**config.mk**
```make
export PLATFORM = sky130hd
export DESIGN_NAME = popcount_stream
export DESIGN_NICKNAME = d
export VERILOG_FILES = /design/src/rtl/popcount_stream.sv
export SDC_FILE = /design/constraint.sdc
export NUM_CORES = 1
export LEC_CHECK = 0
export ABC_AREA = 1
export CELL_PAD_IN_SITES_DETAIL_PLACEMENT = 0
export CELL_PAD_IN_SITES_GLOBAL_PLACEMENT = 1
export CORE_MARGIN = 4
export CORE_UTILIZATION = 30
export DETAILED_ROUTE_END_ITERATION = 12
export PLACE_DENSITY = 0.69
export SLEW_MARGIN = 20
export SYNTH_ARGS = -nofsm -noshare
export SYNTH_HDL_FRONTEND = slang
export SYNTH_SLANG_ARGS = --single-unit
export TNS_END_PERCENT = 30
```
**constraint.sdc**
```tcl
create_clock -name clk -period 5.9 [get_ports clk]
set_input_delay 1.475 -clock clk [delete_from_list [all_inputs] [get_ports clk]]
set_output_delay 1.475 -clock clk [all_outputs]
set_load 0.05 [all_outputs]
```
**src/rtl/popcount_stream.sv**
```systemverilog
// Streaming per-frame popcount: accumulates a saturating total, the largest
// per-word count and a saturation flag, then holds the result until consumed.
module popcount_stream #(
   parameter int DATA_W = 16,
   parameter int ACC_W  = 12,
   parameter int CW     = $clog2(DATA_W + 1)
) (
   input  logic              clk,
   input  logic              rst,
   input  logic              in_valid,
   output logic              in_ready,
   input  logic [DATA_W-1:0] in_data,
   input  logic              in_last,
   input  logic              mode,
   output logic              out_valid,
   input  logic              out_ready,
   output logic [ACC_W-1:0]  out_total,
   output logic [CW-1:0]     out_max,
   output logic              out_sat
);

   localparam int SW = ACC_W + 1;
   localparam logic [ACC_W-1:0] TOT_MAX = {ACC_W{1'b1}};

   typedef enum logic [1:0] {IDLE, ACCUM, HOLD} state_t;

   state_t            state, state_nxt;
   logic [ACC_W-1:0]  total;
   logic [CW-1:0]     max_cnt;
   logic              sat;
   logic [CW-1:0]     cnt;
   logic [SW-1:0]     sum;
   logic              accept;
   logic              consume;
   logic              over;

   // XOR with mode turns the ones-count into a zeros-count per beat
   always_comb begin
      cnt = '0;
      for (int i = 0; i < DATA_W; i++)
         cnt = cnt + CW'(in_data[i] ^ mode);
   end

   assign in_ready  = (state != HOLD);
   assign out_valid = (state == HOLD);
   assign accept    = in_valid & in_ready;
   assign consume   = out_valid & out_ready;
   assign sum       = {1'b0, total} + SW'(cnt);
   assign over      = (sum > {1'b0, TOT_MAX});

   always_comb begin
      state_nxt = state;
      case (state)
         IDLE, ACCUM: if (accept) state_nxt = in_last ? HOLD : ACCUM;
         HOLD:        if (consume) state_nxt = IDLE;
         default:     state_nxt = IDLE;
      endcase
   end

   always_ff @(posedge clk) begin
      if (!rst) begin
         state   <= IDLE;
         total   <= '0;
         max_cnt <= '0;
         sat     <= 1'b0;
      end else begin
         state <= state_nxt;
         if (consume) begin
            total   <= '0;
            max_cnt <= '0;
            sat     <= 1'b0;
         end else if (accept) begin
            total <= over ? TOT_MAX : sum[ACC_W-1:0];
            if (over) sat <= 1'b1;
            if (cnt > max_cnt) max_cnt <= cnt;
         end
      end
   end

   assign out_total = total;
   assign out_max   = max_cnt;
   assign out_sat   = sat;

endmodule

```
==> run metrics, run 1 <==
status finished clean; TritonCTS Buffers 3; setup tns final 0 ns; Final Cycle Share 0.9920; fin area 2784 um^2; RSZ-0062 raised after global routing yes; fmax about 170 MHz; Antenna Nets Post-Route 0; Worst Reg-to-Reg Cells 5; hpwl dp ~3.6 mm; Slew @ Worst Pin 0.9130 ns; CP peak stage delay around 0.54 ns; sequential area share after synthesis 0.2156; yosys warns 0; io pins 42; Rel. slew slack 0.3873; CP top delay family adder cells; number of synthesized register bits 20; Die W 86.67 um; root buf cell clkbuf_8; crit path time final slightly below 6 ns; largest net degree at the start of global routing 19; Async SR Flop Fraction 0; final hold violations 0; Vert. Die Dim 86.67 um; Place WS -0.5689 ns; starting density of the core 0.3118; DR vias/cell ~4.4; drt drc 0; R2R Setup Slk 4.04 ns; Netlist cell types 28; clock-pin transition on the worst setup and hold timing paths approximately 0.08 ns; initial antenna violation count 0; type of element launching the critical path input port; Final Core Density 0.4674; synthesis-to-layout area growth 49.93%; final number of setup-violating endpoints 0; most common cell in the netlist nand2_1; worst setup margin 0.04735 ns; Slew Viols, Final 0; LEAKAGE 1.306 nW; port bufs 41; crit path DAT between 6 and 7 ns; Skew-Pair Late Insertion Delay 0.26 ns; Pre-antenna DRT Iters 4; placed cell area 2551 um^2; CTS Hold Bufs 0; Hold Crit Class reg2reg; CTS tree built; Buf/Inv on CP 7; Starting DRT DRC Count 45; grt total ovfl 0; Post-synth top cells 54 x nand2_1, 48 x inv_1, 20 x dfxtp_1; EDFF count, synth 0; Crit Reg-Reg Endpoint out_total[0]; Core Rows 28; pwr/cell area roughly 650 nW/um^2; via count 1706; slowest stage cell, crit path fa_1; Nets 361; Setup Skew 0.003142 ns; Most used DFF post-synth dfxtp_1; Synth Instances 253; synth top area cells dfxtp_1 22%, fa_1 12%, nand2_1 11%; Synthesized Nets 302; clk sinks 20; CP Capture Type flop; GP Congestion 0.7901; critical path depth 25; core box area 5956 um^2; post-synth top area cell dfxtp_1; Global Route Usage Sum 0.1241; maximum vdd drop 398.9 uV; die area 7512 um^2; CP required 6.06 ns; fraction of layout cells with a size suffix above 1 0.2186; maxcap violations 0; top cell type's share of synthesized area 0.2156; Detailed Route WL 4.417 mm; Max FO, Critical Path 6; drt wl/cell between 10 and 15 um; Worst R2R Start state[1]; vias in the first global route 1649; ANT cells 0; first-pass GRT wire length 7.500 mm; CP Class in2reg; synthesized area 1857 um^2; CP startpoint mode; H-Tree Level Count 1; syn avg cell area 7.339 um^2; Max Buffers Root-to-Sink 2; Worst Setup EP out_total[6]
## sequential cells by signal, summed over array words and instances, names as in the netlist
name and flops:
out_max 5, out_sat 1, out_total 12, state 2
## cell usage in the layout (no fill, tap or decap), types with 4 or more instances in the layout
cell type        count
clkbuf_8             4
a21oi_1             15
fa_1                 9
xnor2_1              4
clkdlybuf4s50_1     31
xor2_1               6
nand4_1              4
inv_1               46
buf_4               15
nand2_2              7
nor2_1              13
ha_1                12
nand2_1             47
xor2_2               7
dlygate4sd2_1        7
nand3_1             16
dfxtp_1             20
inv_2                5
## cell type report
cell class                      count  area, um^2
Sequential cell                    20       400.4
Inverter                           53       203.9
Fill cell                         615        3172
Timing Repair Buffer               58       569.3
Multi-Input combinational cell    176        1461
Clock buffer                        4       55.05
Tap cell                           75       93.84
## per-layer routing
metal	global-route usage	up-vias	wire length (um)
met2	0.2170	26	2196
met4	0.02550	0	23
met1	0.1591	781	2068
met5	0	-	0
li1	-	897	-
met3	0.02281	2	129
## through the flow
step | hold slack, ns | instances | total power, mW
after global placement | 0.4508 | 380 | 1.572
final | 0.4620 | 386 | 1.803
after global routing | 0.5037 | 386 | 1.990
after floorplan | 0.4696 | 253 | 1.112
after detailed placement | 0.4493 | 380 | 1.578
after CTS | 0.4619 | 386 | 1.772
## where the power goes
group          internal, mW  leakage, nW  switching [mW]
registers             0.158        0.163          0.0220
logic                 0.685         1.11           0.832
clock network        0.0594       0.0288          0.0462
total                 0.903         1.31           0.901
## cell families (layout without fill, tap and decap cells)
kind of cell / count (synthesis) / count (layout) / synth area share
and+or+nand+nor: 102 / 102 / 0.2567
DFF: 20 / 20 / 0.2156
xor gates and xnor gates: 20 / 20 / 0.09434
buffers and inverters: 57 / 115 / 0.1220
adders and majority gates: 27 / 27 / 0.2264
AOI/OAI and AO/OA: 27 / 27 / 0.08491
## worst register-to-register path, cell delays in order (launching register included)
cell and delay (ns):
dfxtp_1 0.38, nand2_4 0.08, o21ai_1 0.71, inv_1 0.35, o211ai_1 0.19, inv_1 0.05
## timing repair
action                                  in CTS  in global routing
endpoints found under the setup margin      18                 18
setup buffers                                1                  0
gates cloned                                 1                  0
gates resized for setup                     28                 19
pin swaps                                   17                  9
## worst min-delay path by stage
| stage | from | endpoint | slack, ns | cells after the start |
|---|---|---|---|---|
| after CTS | out_sat | out_sat | 0.46 | 2 |
| after detailed placement | out_sat | out_sat | 0.45 | 2 |
| final | out_sat | out_sat | 0.46 | 2 |
| after global routing | out_max[2] | out_max[2] | 0.50 | 2 |
| after floorplan | state[0] | state[0] | 0.47 | 2 |
| after global placement | out_sat | out_sat | 0.45 | 2 |
Power figures use the tool's default switching activity.
==> inputs of run 2 (changes only) <==
--- a/config.mk
+++ b/config.mk
@@ -8,7 +8,7 @@
 export ABC_AREA = 1
 export CELL_PAD_IN_SITES_DETAIL_PLACEMENT = 0
 export CELL_PAD_IN_SITES_GLOBAL_PLACEMENT = 1
-export CORE_MARGIN = 4
+export CORE_MARGIN = 10
 export CORE_UTILIZATION = 30
 export DETAILED_ROUTE_END_ITERATION = 12
 export PLACE_DENSITY = 0.69
==> run 2 against run 1 <==
  * Clock power is 31% higher
  * Critical path depth is 2 lower
  * Combinational power is 8% higher
  * Clock skew is 0.010 ns higher
  * Fmax is 0.71% higher
  * Count of clock-buffer cells in the layout is 1 lower
  * Global-route usage is 2.9 points lower
  * Core utilization is 0.50 points higher
  * Cell count is 0.26% lower
  * Setup slack better by 0.041 ns
  * Flip-flop and latch count stayed put
  * Register-to-register slack better by 0.04 ns
  * Critical path type unchanged
  * Largest cell class unchanged
==> run metrics, run 2 (synthesis results as in run 1) <==
Core Rows 28; H-Tree Level Count 1; synthesis-to-layout area growth 51.55%; Skew-Pair Late Insertion Delay 0.27 ns; CP Class in2reg; type of element launching the critical path input port; hold path depth 2; TritonCTS Buffers 3; worst path cell trace dlygate4sd2_1, xor2_2, fa_1, fa_1, fa_1, inv_1, fa_1, inv_1, ha_2, fa_2, nand2_2, inv_2, o21ai_2, inv_2, ha_4, nand2_2, nor2_2, nand2_2, nand3_4, nand3_2, nand2_1, nor2_1, nor2_1; critical path depth 23; die area 9736 um^2; Final Cycle Share 0.9850; Hold Crit Class reg2reg; maximum vdd drop 367.5 uV; RSZ-0062 raised after global routing yes; Buf/Inv on CP 5; Worst R2R Start state[1]; first-pass GRT wire length 7.872 mm; root buf cell clkbuf_8; pwr/cell area 697.2 nW/um^2; Largest register FFs 12; crit path time final between 5 and 6 ns; leading cell types in the layout, fill and taps excluded 46 x inv_1, 41 x nand2_1, 31 x clkdlybuf4s50_1; # Post-CTS Setup Buffers 0; Worst Reg-to-Reg Cells 5; crit path DAT roughly 6.0 ns; Starting DRT DRC Count between 40 and 50; largest net degree at the start of global routing 19; grt total ovfl 0; maxcap violations 0; clock-pin transition on the worst setup and hold timing paths ~0.09 ns; drt drc 0; hpwl dp 3.793 mm; Slew Viols, Final 0; Antenna Nets Post-Route 0; CP Capture Type flop; Worst Setup EP out_total[7]; CP startpoint in_data[5]; vias in the first global route 1700; Detailed Route WL 4.729 mm; fmax around 170 MHz; CTS tree built; tightest hold margin 0.4553 ns; status finished clean; Vert. Die Dim 98.67 um; Setup Skew 0.01312 ns; Crit Reg-Reg Endpoint out_total[0]; Max FO, Critical Path 6; port bufs 41; LEAKAGE 1.316 nW; ANT cells 0; slowest stage cell, crit path fa_1; CP peak stage delay 0.52 ns; final hold violations 0; Pre-antenna DRT Iters 4; CP top delay family adder cells; core box area 5956 um^2; io pins 42; Nets 360; R2R Setup Slk 4.08 ns; DR vias/cell ~4.5; GP Congestion 0.7981; CP required 6.11 ns; clk sinks 20; Die W 98.67 um; CP dominant cell by count fa_1; drt wl/cell 12.28 um; initial antenna violation count 0; Final Core Density 0.4725; fraction of layout cells with a size suffix above 1 0.2419; starting density of the core 0.3118; Rel. slew slack 0.4107; via count 1732; Global Route Usage Sum 0.09518; Max Buffers Root-to-Sink 2; Slew @ Worst Pin 0.8781 ns; final number of setup-violating endpoints 0; commonest non-fill, non-tap cell in the layout inv_1
-- run 2: cell types whose count changed in the layout (fill, tap and decap cells not counted), moves of 3 or more --
| cell | change |
|---|---|
| nand2_2 | +3 |
| a21oi_2 | +3 |
| xor2_1 | +3 |
| nand2_1 | -6 |
| xor2_2 | -3 |
| nand2_4 | +3 |
-- run 2: tightest hold or removal path, cell delays in order, from the launching register on --
cell     delay (ns)
dfxtp_1        0.32
inv_1          0.05
a21oi_1        0.05
-- run 2: power breakdown --
group          leakage (nW)  total (mW)  switching [mW]  internal, mW
sequential            0.163       0.180          0.0221         0.158
clock                0.0357       0.139          0.0486        0.0906
combinational          1.12        1.64           0.892         0.750
total                  1.32        1.96           0.963         0.999
-- run 2: cell type report --
| cell class | instances | area [um^2] |
|---|---|---|
| inverters | 53 | 206.4 |
| flip-flops and latches | 20 | 400.4 |
| repair buffers | 57 | 558.0 |
| well taps | 75 | 93.84 |
| clock buffers | 3 | 41.29 |
| multi-input cells | 176 | 1484 |
| clock inverters | 1 | 30.03 |
| fillers | 601 | 3142 |
-- run 2: how the worst min path moves through the flow --
stage	start	endpoint	slack (ns)
6_report	out_sat	out_sat	0.46
5_1_grt	out_sat	out_sat	0.48
4_1_cts	out_sat	out_sat	0.46
3_5_place_dp	out_sat	out_sat	0.45
3_3_place_gp	out_sat	out_sat	0.44
2_1_floorplan	state[0]	state[0]	0.47
-- run 2: timing repair --
action                                  in CTS  in global routing
gates resized for setup                     31                 29
endpoints found under the setup margin      18                 18
pin swaps                                   18                 14
endpoints found under the hold margin        0                  0
hold buffers                                 0                  0
cloned                                       1                  0
-- run 2: through the flow --
step                setup TNS [ns]  std cells  total power, mW  cell area [um^2]  setup slack, ns
floorplan                        0        253            1.112              1969          0.01845
global placement            -8.666        380            1.584              2551          -0.5422
detailed placement          -9.693        380            1.577              2551          -0.5930
CTS                              0        385            1.832              2716          0.06102
global route                -1.458        385            2.202              2814          -0.1300
finish                           0        385            1.962              2814          0.08858
-- run 2: metal layers --
layer / vias up / part of all wire / track usage
li1: 897 / - / -
met1: 791 / 0.44 / 0.1138
met2: 38 / 0.49 / 0.1634
met3: 6 / 0.053 / 0.03003
met4: 0 / 0.012 / 0.01874
met5: - / 0 / 0
==> inputs of run 3 (changes only) <==
--- a/config.mk
+++ b/config.mk
@@ -11,7 +11,8 @@
 export CORE_MARGIN = 10
 export CORE_UTILIZATION = 30
 export DETAILED_ROUTE_END_ITERATION = 12
-export PLACE_DENSITY = 0.69
+export PLACE_DENSITY = 0.67
+export REMOVE_ABC_BUFFERS = 1
 export SLEW_MARGIN = 20
 export SYNTH_ARGS = -nofsm -noshare
 export SYNTH_HDL_FRONTEND = slang
==> constraint.sdc (replaced) <==
create_clock -name clk -period 7.1 [get_ports clk]
set_input_delay 1.775 -clock clk [delete_from_list [all_inputs] [get_ports clk]]
set_output_delay 1.775 -clock clk [all_outputs]
set_load 0.05 [all_outputs]
==> run 3 against run 2 <==
  * Count of clock-buffer cells in the layout did not move
  * Critical path type unchanged
  * Via count fell by 6.8%
  * Clock power down 47%
  * Largest cell class unchanged
  * Highest routed layer unchanged
  * First-iteration DRC count fell by 22%
==> run metrics, run 3 (synthesis results as in run 1) <==
leading cell types in the layout, fill and taps excluded 54 x nand2_1, 48 x inv_1, 41 x clkdlybuf4s50_1; Largest register FFs 12; drt drc 0; CP required around 7.3 ns; Placed Cells 368; hpwl dp 3.700 mm; initial antenna violation count 0; Global Route met1 Usage 0.1108; Worst Hold Launch out_sat; CP Capture Type flop; Setup Skew 0.007208 ns; Nets between 300 and 400; type of element launching the critical path input port; Vert. Die Dim 98.67 um; TritonCTS Buffers 3; grt met3 use 0.02304; Register Area 400.4 um^2; area of the multi-input gates 1287 um^2; Worst R2R Start out_total[0]; commonest non-fill, non-tap cell in the layout nand2_1; Layout fillers 634; Die W approximately 99 um; core box area 5956 um^2; met2 Resource Use GR 0.1760; largest net degree at the start of global routing 19; final hold violations 0; die area 9736 um^2; Core Rows 28; H-Tree Level Count 1; maxcap violations 0; Non-Filler Instances about 370; worst setup margin 0.4226 ns; Slew @ Worst Pin 0.5170 ns; Final Cycle Share 0.9405; Starting DRT DRC Count 32; io pins 42; Max FO, Critical Path 16; fmax 149.8 MHz; LEAKAGE 1.171 nW; Global Route Usage Sum 0.09727; fraction of layout cells with a size suffix above 1 0.08754; CTS Hold Bufs 0; ANT cells 0; via count 1615; port bufs 41; Skew-Pair Late Insertion Delay 0.26 ns; RSZ-0062 raised after global routing no; GP Congestion 0.7831; clk sinks 20; root buf cell clkbuf_8; vias in the first global route 1783; final number of setup-violating endpoints 0; Place WS between 0.08 and 0.09 ns; slowest stage cell, crit path fa_1; synthesis-to-layout area growth 33.56%; crit path time final around 6.7 ns; CTS tree built; CP peak stage delay 0.54 ns; tightest hold margin 0.4504 ns; hold path depth 2; setup tns final 0 ns; Detailed Route WL 4.275 mm; CP Class in2reg; Antenna Nets Post-Route 0; pwr/cell area 474.1 nW/um^2; Worst Reg-to-Reg Cells 10; status finished clean; Hold Crit Class reg2reg; Slew Viols, Final 0; starting density of the core 0.3118; worst path cell trace clkdlybuf4s50_1, buf_12, xor2_2, fa_1, fa_1, fa_1, inv_1, fa_1, inv_1, ha_1, fa_1, nand2_1, inv_1, nor2_1, ha_1, nand2_1, nor2_1, nand2_1, nand3_4, nand2_1, nand2_1, o21ai_0, inv_1; first-pass GRT wire length 8.093 mm; crit path DAT 6.83 ns; CP startpoint mode; Max Buffers Root-to-Sink 2; grt total ovfl 0; drt wl/cell 11.49 um; DR vias/cell 4.341; clock-pin transition on the worst setup and hold timing paths about 0.08 ns; Pre-antenna DRT Iters 4; maximum vdd drop between 200 and 300 uV; GRT Max-Usage Layer met2; Rel. slew slack 0.6543
-- run 3: final cells by class --
| class | count | area share |
|---|---|---|
| Clock buffer | 3 | 0.01665 |
| Timing Repair Buffer | 45 | 0.1826 |
| Multi-Input combinational cell | 176 | 0.5192 |
| Inverter | 53 | 0.08224 |
| Tap cell | 75 | 0.03784 |
| Sequential cell | 20 | 0.1615 |
-- run 3: worst max-delay path, delay by kind of cell --
kind,cells,cell delay [ns]
AO/OA/AOI/OAI,1,0.15
XOR/XNOR,1,0.18
adder cells (fa/ha/maj),7,3.04
buffers and inverters,6,0.80
AND/OR/NAND/NOR,8,0.88
-- run 3: routing by layer --
metal | wire length (um) | share of wire | vias up
met5 | 0 | 0 | -
met4 | 66 | 0.015 | 0
met3 | 195 | 0.046 | 4
met2 | 2108 | 0.49 | 25
met1 | 1904 | 0.45 | 714
li1 | - | - | 872
-- run 3: stage by stage --
stage	utilization	cell area, um^2	power [mW]
after global routing	0.4164	2480	1.345
after CTS	0.4055	2415	1.190
after floorplan	-	1834	0.8696
after detailed placement	0.3985	2374	1.109
after global placement	0.3985	2374	1.112
final	0.4164	2480	1.176
-- run 3: power by group --
part	total, mW	switching, mW	internal, mW
clock	0.0737	0.0359	0.0377
sequential	0.149	0.0174	0.132
combinational	0.953	0.575	0.379
-- run 3: worst paths after layout --
kind                   to  slack, ns
max          out_total[2]       0.42
min reg2reg       out_sat       0.45
max reg2reg  out_total[4]       5.26
min               out_sat       0.45
-- run 3: what timing repair did --
item | in CTS | in global routing
setup endpoints to repair | 0 | 14
resized for setup | 0 | 7
setup buffers | 0 | 1
